**src/rtl/load_use_scoreboard_pkg.sv**
```systemverilog
// Shared types and constants for the load-use hazard scoreboard.
// Register address width, register count, stage tag layout and pending-counter width.
package load_use_scoreboard_pkg;

  localparam int REG_ADDR_W = 2;
  localparam int NUM_REGS   = 4;
  localparam int PEND_CNT_W = 2;

  typedef struct packed {
    logic                  valid;
    logic                  regwrite;
    logic                  memread;
    logic [REG_ADDR_W-1:0] rd;
  } stage_tag_t;

  function automatic logic src_hits(input logic                  use_src,
                                    input logic [REG_ADDR_W-1:0] src,
                                    input logic [REG_ADDR_W-1:0] rd);
    return use_src && (src == rd);
  endfunction

endpackage

```
**src/rtl/scoreboard_counter.sv**
```systemverilog
// Per-register count of in-flight writers; issue and retire in the same cycle cancel.
module scoreboard_counter
  import load_use_scoreboard_pkg::*;
(
  input  logic                  clk,
  input  logic                  reset_n,
  input  logic                  inc,
  input  logic                  dec,
  output logic [PEND_CNT_W-1:0] count,
  output logic                  nonzero
);

  logic [PEND_CNT_W-1:0] count_q;
  logic [PEND_CNT_W-1:0] count_d;

  always_comb begin
    count_d = count_q;
    case ({inc, dec})
      2'b10:   count_d = count_q + PEND_CNT_W'(1);
      2'b01:   count_d = count_q - PEND_CNT_W'(1);
      default: count_d = count_q;
    endcase
  end

  always_ff @(posedge clk or negedge reset_n) begin
    if (!reset_n) count_q <= '0;
    else          count_q <= count_d;
  end

  assign count   = count_q;
  assign nonzero = |count_q;

  // Wrapping in either direction means the pipeline lost track of a writer.
  a_no_overflow: assert property (@(posedge clk) disable iff (!reset_n)
    !(inc && !dec && (count_q == '1)));
  a_no_underflow: assert property (@(posedge clk) disable iff (!reset_n)
    !(dec && !inc && (count_q == '0)));

endmodule

```
**src/rtl/load_use_scoreboard.sv**
```systemverilog
// Tracks EX/MEM/WB destination tags, raises a one-cycle stall on a load-use hazard
// and keeps per-register pending-writer counts plus a saturating stall statistic.
module load_use_scoreboard
  import load_use_scoreboard_pkg::*;
#(
  parameter int STALL_CNT_W = 16
) (
  input  logic                   clk,
  input  logic                   reset_n,
  input  logic                   id_valid,
  input  logic [REG_ADDR_W-1:0]  id_rs,
  input  logic [REG_ADDR_W-1:0]  id_rt,
  input  logic                   id_use_rs,
  input  logic                   id_use_rt,
  input  logic                   id_regwrite,
  input  logic [REG_ADDR_W-1:0]  id_rd,
  input  logic                   id_memread,
  input  logic                   flush,
  input  logic                   stat_clr,
  output logic                   stall,
  output logic [NUM_REGS-1:0]    pending_mask,
  output logic                   busy,
  output logic [STALL_CNT_W-1:0] stall_count
);

  stage_tag_t ex_q, mem_q, wb_q, ex_d;
  logic       issue;

  logic [STALL_CNT_W-1:0] stall_cnt_q;
  logic [STALL_CNT_W-1:0] stall_cnt_d;

  logic [PEND_CNT_W-1:0]          pend_cnt [NUM_REGS];
  logic [NUM_REGS*PEND_CNT_W-1:0] unused_pend_cnt;
  logic                           unused_wb_memread;

  // Only a load sitting in EX needs a bubble; one cycle later it is in MEM and forwardable.
  always_comb begin
    stall = id_valid && !flush && ex_q.valid && ex_q.regwrite && ex_q.memread &&
            (src_hits(id_use_rs, id_rs, ex_q.rd) || src_hits(id_use_rt, id_rt, ex_q.rd));
  end

  assign issue = id_valid && !stall && !flush;

  always_comb begin
    ex_d = '0;
    if (issue) begin
      ex_d.valid    = 1'b1;
      ex_d.regwrite = id_regwrite;
      ex_d.memread  = id_memread;
      ex_d.rd       = id_rd;
    end
  end

  always_ff @(posedge clk or negedge reset_n) begin
    if (!reset_n) begin
      ex_q  <= '0;
      mem_q <= '0;
      wb_q  <= '0;
    end else begin
      ex_q  <= ex_d;
      mem_q <= ex_q;
      wb_q  <= mem_q;
    end
  end

  for (genvar r = 0; r < NUM_REGS; r++) begin : g_reg
    logic inc, dec;
    assign inc = issue && id_regwrite && (id_rd == REG_ADDR_W'(r));
    assign dec = wb_q.valid && wb_q.regwrite && (wb_q.rd == REG_ADDR_W'(r));

    scoreboard_counter u_cnt (
      .clk     (clk),
      .reset_n (reset_n),
      .inc     (inc),
      .dec     (dec),
      .count   (pend_cnt[r]),
      .nonzero (pending_mask[r])
    );

    assign unused_pend_cnt[r*PEND_CNT_W +: PEND_CNT_W] = pend_cnt[r];
  end

  assign unused_wb_memread = wb_q.memread;

  assign busy = (ex_q.valid  && ex_q.regwrite) ||
                (mem_q.valid && mem_q.regwrite) ||
                (wb_q.valid  && wb_q.regwrite);

  always_comb begin
    stall_cnt_d = stall_cnt_q;
    if (stat_clr)
      stall_cnt_d = '0;
    else if (stall && (stall_cnt_q != '1))
      stall_cnt_d = stall_cnt_q + STALL_CNT_W'(1);
  end

  always_ff @(posedge clk or negedge reset_n) begin
    if (!reset_n) stall_cnt_q <= '0;
    else          stall_cnt_q <= stall_cnt_d;
  end

  assign stall_count = stall_cnt_q;

endmodule

```
**config.mk**
```make
export PLATFORM = sky130hd
export DESIGN_NAME = load_use_scoreboard
export DESIGN_NICKNAME = d
export VERILOG_FILES = /design/src/rtl/load_use_scoreboard_pkg.sv /design/src/rtl/scoreboard_counter.sv /design/src/rtl/load_use_scoreboard.sv
export SDC_FILE = /design/constraint.sdc
export NUM_CORES = 1
export LEC_CHECK = 0
export ABC_AREA = 1
export CAP_MARGIN = 20
export CORE_UTILIZATION = 57
export DETAILED_ROUTE_END_ITERATION = 8
export PLACE_DENSITY = 0.85
export SYNTH_ARGS = -nofsm -noshare
export SYNTH_HDL_FRONTEND = slang
export SYNTH_HIERARCHICAL = 1
export SYNTH_SLANG_ARGS = --single-unit
export TNS_END_PERCENT = 50
```
**constraint.sdc**
```tcl
create_clock -name clk -period 2.79 [get_ports clk]
set_input_delay 0.279 -clock clk [delete_from_list [all_inputs] [get_ports clk]]
set_output_delay 0.279 -clock clk [all_outputs]
set_load 0.005 [all_outputs]
```
==> results.md <==
- Cell-by-cell listing of the critical path: clkdlybuf4s50_1, inv_1, or2_1, nor3_4, nand2_1, inv_1, clkdlybuf4s50_1
- Cell-internal power: between 0.9 and 1 mW
- Worst Hold Class: flip-flop to flip-flop
- Initial core utilization: slightly below 60%
- Total Power Consumption: 1.35 mW
- Weighted congestion at the end of routability-driven global placement: roughly 0.9
- Count of state elements after synthesis: 37
- Initial antenna violation count: 0
- Post-detailed-route DRC marker count: 0
- Buffers on Ports: 36
- Launching point of the worst reg2reg path: ex_q[0]
- Kind of end point of the critical path: output pin
- CTS tree: yes
- Cell Area, Synth: ~2200 µm²
- Layout overhead on the synthesized area: 22.9%
- Critical path's top delay family: buffers and inverters
- Post-detailed-placement half-perimeter wirelength: 3500 µm
- Post-CTS Setup Inserts: 0
- Synth top area share: 42.7%
- Die outline height: 63.7 µm
- Row Count: 22
- Top cells by area, synth: sky130_fd_sc_hd__dfrtp_1 (43%), sky130_fd_sc_hd__nand2_1 (17%), sky130_fd_sc_hd__inv_1 (7.8%)
- Setup slack of the worst register-to-register path: 660 ps
- X dimension of the die: 63.7 µm
- Final Max Tran Viols: 0
- H-tree level count: 2
- Maximum single-stage delay on the critical path: 490 ps
- # nets final: 365
- Total clock buffers created by CTS: 5
- Required time of the worst setup path: 2510 ps
- Status: finished clean
- Sink Count: 37
- Layout cell share with drive strength beyond 1: 7.83%
- Worst hold path endpoint: wb_q[0]
- Final clock period utilization by the worst path: 77.2%
- Net switching share of the total power: roughly 29%
- Number of distinct library cells after synthesis: 29
- Worst EP arrival: approximately 1900 ps
- Number of resized instances in the post-cts repair step: 0
- Post-synthesis sequential area ratio: 42.7%
- Total I/O pin count: 37
- Count of max-cap constraint violations: 0
- Fillers: 304
- Slowest stage cell, crit path: sky130_fd_sc_hd__clkdlybuf4s50_1
- Root buffer selected by CTS: sky130_fd_sc_hd__clkbuf_8
- Depth of the worst register-to-register path: 13
- Static Leakage: 1.36 nW
- First element of the critical path: id_valid
- Net switching power: 0.387 mW
- Maximum fanout count along the critical path: 3
- Worst supply voltage drop on vdd: 0.000303 V
- Destination of the worst register-to-register timing path: g_reg[2].u_cnt/count[1]
- Drt via density: 5.16
- Number of global-route vias before repair: 1991
- Net count after synthesis: between 300 and 400
- Antenna cells: 0
- Residual antenna-violating net count after detailed routing: 0
- All-layer global routing usage: 27.2%
- Power per standard cell area: 505 nW/µm²
- Vias after detailed routing: 2027
- Worst-case clock buffer depth: 2
- CP bufs+invs: 4
- Clock transition at path regs: 70 ps
- Comb pwr share: 22.5%
- Later-pin clock latency in the skew report: 290 ps
- Cell depth of the worst hold path: 0
- Setup repair after global routing missed its margin: false
- Pre-antenna DRT Iters: 4
- Sequential power share: 49.5%
- Type of the worst setup path: input pin to output pin
- Quantity of hold-fixing buffers added after cts: 0
- Standard cell core area: 3660 µm²
- Maximum number of pins on one net before global-route repair: 38
- Setup violations, final: 0
- Combined flip-flop and latch cell area: approximately 900 µm²
- GRT overflow: 0
- Initial DRC count: 108
- Maximum frequency from static timing analysis: 464 MHz
- Sum of routed wire length over all layers: roughly 4800 µm
- Setup total negative slack: 0 ps
- Worst relative slew slack: 68.9%
- Mapped Avg Cell Area: 7.14 µm²
- Gate count of the mapped netlist: 304
- Actual slew at the worst max-slew pin: 467 ps
- Average wire per standard cell: roughly 12 µm
- Clock period minus worst slack: 2150 ps
- Clock power share: 28.0%
- Multi-input combinational cell area: 1030 µm²
- Beginning of the worst hold path: mem_q[0]
- Worst clock skew: 4.99 ps
- Type of element launching the critical path: input pin
- Cell accounting for the most synthesized area: sky130_fd_sc_hd__dfrtp_1
- Final hold vios: 0
- Synthesis warning total: 6
- Die Area: 4060 µm²
- Wire length of the first global-routing pass: 8450 µm
registers in the layout, summed over array words and instances (netlist names):
signal / count
stall_count: 16
mem_q: 4
ex_q: 5
wb_q: 4
g.u_cnt/count: 8
power by group through the flow:
stage / logic [mW] / clock network [mW] / registers [mW]
floorplan: 0.165 / 0 / 0.663
detailed placement: 0.306 / 0 / 0.677
global placement: 0.293 / 0 / 0.673
CTS: 0.308 / 0.390 / 0.667
global route: 0.338 / 0.408 / 0.676
finish: 0.304 / 0.377 / 0.666
worst reg2reg max path: stages, from the launching register on:
cell,delay [ps]
sky130_fd_sc_hd__dfrtp_1,370
sky130_fd_sc_hd__inv_1,60
sky130_fd_sc_hd__or2_2,270
sky130_fd_sc_hd__nand3_1,80
sky130_fd_sc_hd__nand2_1,90
sky130_fd_sc_hd__nand2_1,120
sky130_fd_sc_hd__nand3_1,200
sky130_fd_sc_hd__nor2_1,150
sky130_fd_sc_hd__inv_1,60
sky130_fd_sc_hd__ha_1,310
sky130_fd_sc_hd__inv_1,90
sky130_fd_sc_hd__nand3_1,90
sky130_fd_sc_hd__nand2_1,70
sky130_fd_sc_hd__nand2_1,50
layout by cell type, fill, tap and decap left out, types with 2 or more instances in the layout:
cell	instances
sky130_fd_sc_hd__xnor2_1	6
sky130_fd_sc_hd__and2_1	2
sky130_fd_sc_hd__clkdlybuf4s50_1	36
sky130_fd_sc_hd__nand2_1	98
sky130_fd_sc_hd__nand3_1	30
sky130_fd_sc_hd__inv_2	5
sky130_fd_sc_hd__nor2_1	36
sky130_fd_sc_hd__nor2_2	2
sky130_fd_sc_hd__dfrtp_1	37
sky130_fd_sc_hd__nand4_1	4
sky130_fd_sc_hd__ha_1	5
sky130_fd_sc_hd__nor3_1	6
sky130_fd_sc_hd__clkbuf_8	6
sky130_fd_sc_hd__o21ai_0	3
sky130_fd_sc_hd__nand2_2	7
sky130_fd_sc_hd__xor2_1	3
sky130_fd_sc_hd__buf_4	3
sky130_fd_sc_hd__inv_1	45
how the worst max path moves through the flow:
stage                               to  cells after the start  slack (ps)
6_report                         stall                      7         640
5_1_grt        g_reg[2].u_cnt/count[1]                     13         420
3_3_place_gp   g_reg[3].u_cnt/count[1]                     13         520
2_1_floorplan  g_reg[0].u_cnt/count[1]                     13         960
4_1_cts                          stall                      7         620
3_5_place_dp   g_reg[2].u_cnt/count[1]                     13         350
stage by stage:
step                      util [%]  worst slack [ps]  instance area [µm²]  hold slack (ps)  std cells
after floorplan                  -               959                 2170            -16.6        304
after global placement        70.5               522                 2580              338        386
after detailed placement      70.5               346                 2580              336        386
after CTS                     72.9               617                 2670              352        393
after global routing          72.9               421                 2670              353        393
final                         72.9               635                 2670              350        393
routing by layer:
layer / share of wire [%] / GRT usage [%] / vias up
met5: 0 / 0 / -
met4: 2.7 / 11.6 / 0
met3: 5.3 / 5.98 / 17
met2: 52 / 47.5 / 66
met1: 40 / 31.9 / 937
li1: - / - / 1007
cell type report:
| class | instances | share of cell area, % |
|---|---|---|
| multi-input combinational | 212 | 38.4 |
| sequential | 37 | 34.7 |
| timing repair buffer | 39 | 14.3 |
| inverter | 50 | 7.03 |
| clock buffer | 7 | 3.23 |
| tap | 48 | 2.25 |
kinds of logic (layout without fill, tap and decap cells):
family	Yosys count	after routing	share of synthesized area (%)
buffers and inverters	55	96	10.1
AOI/OAI and AO/OA	7	7	1.96
DFF	37	37	42.7
adders and majority gates	5	5	2.88
and+or+nand+nor	191	191	38.8
xor gates and xnor gates	9	9	3.63
synthesized netlist by cell type, drive strengths merged:
cell type    n
nor3b        1
and2         2
nor3         7
dfrtp       37
nand2      106
a21boi       1
xor2         3
buf          3
nand3       31
o21ai        3
o21bai       1
xnor2        6
a21o         1
or2          2
a21oi        1
clkbuf       2
nand4        4
nor2        38
ha           5
inv         50
Note: power is estimated with default switching activity, not from simulation.
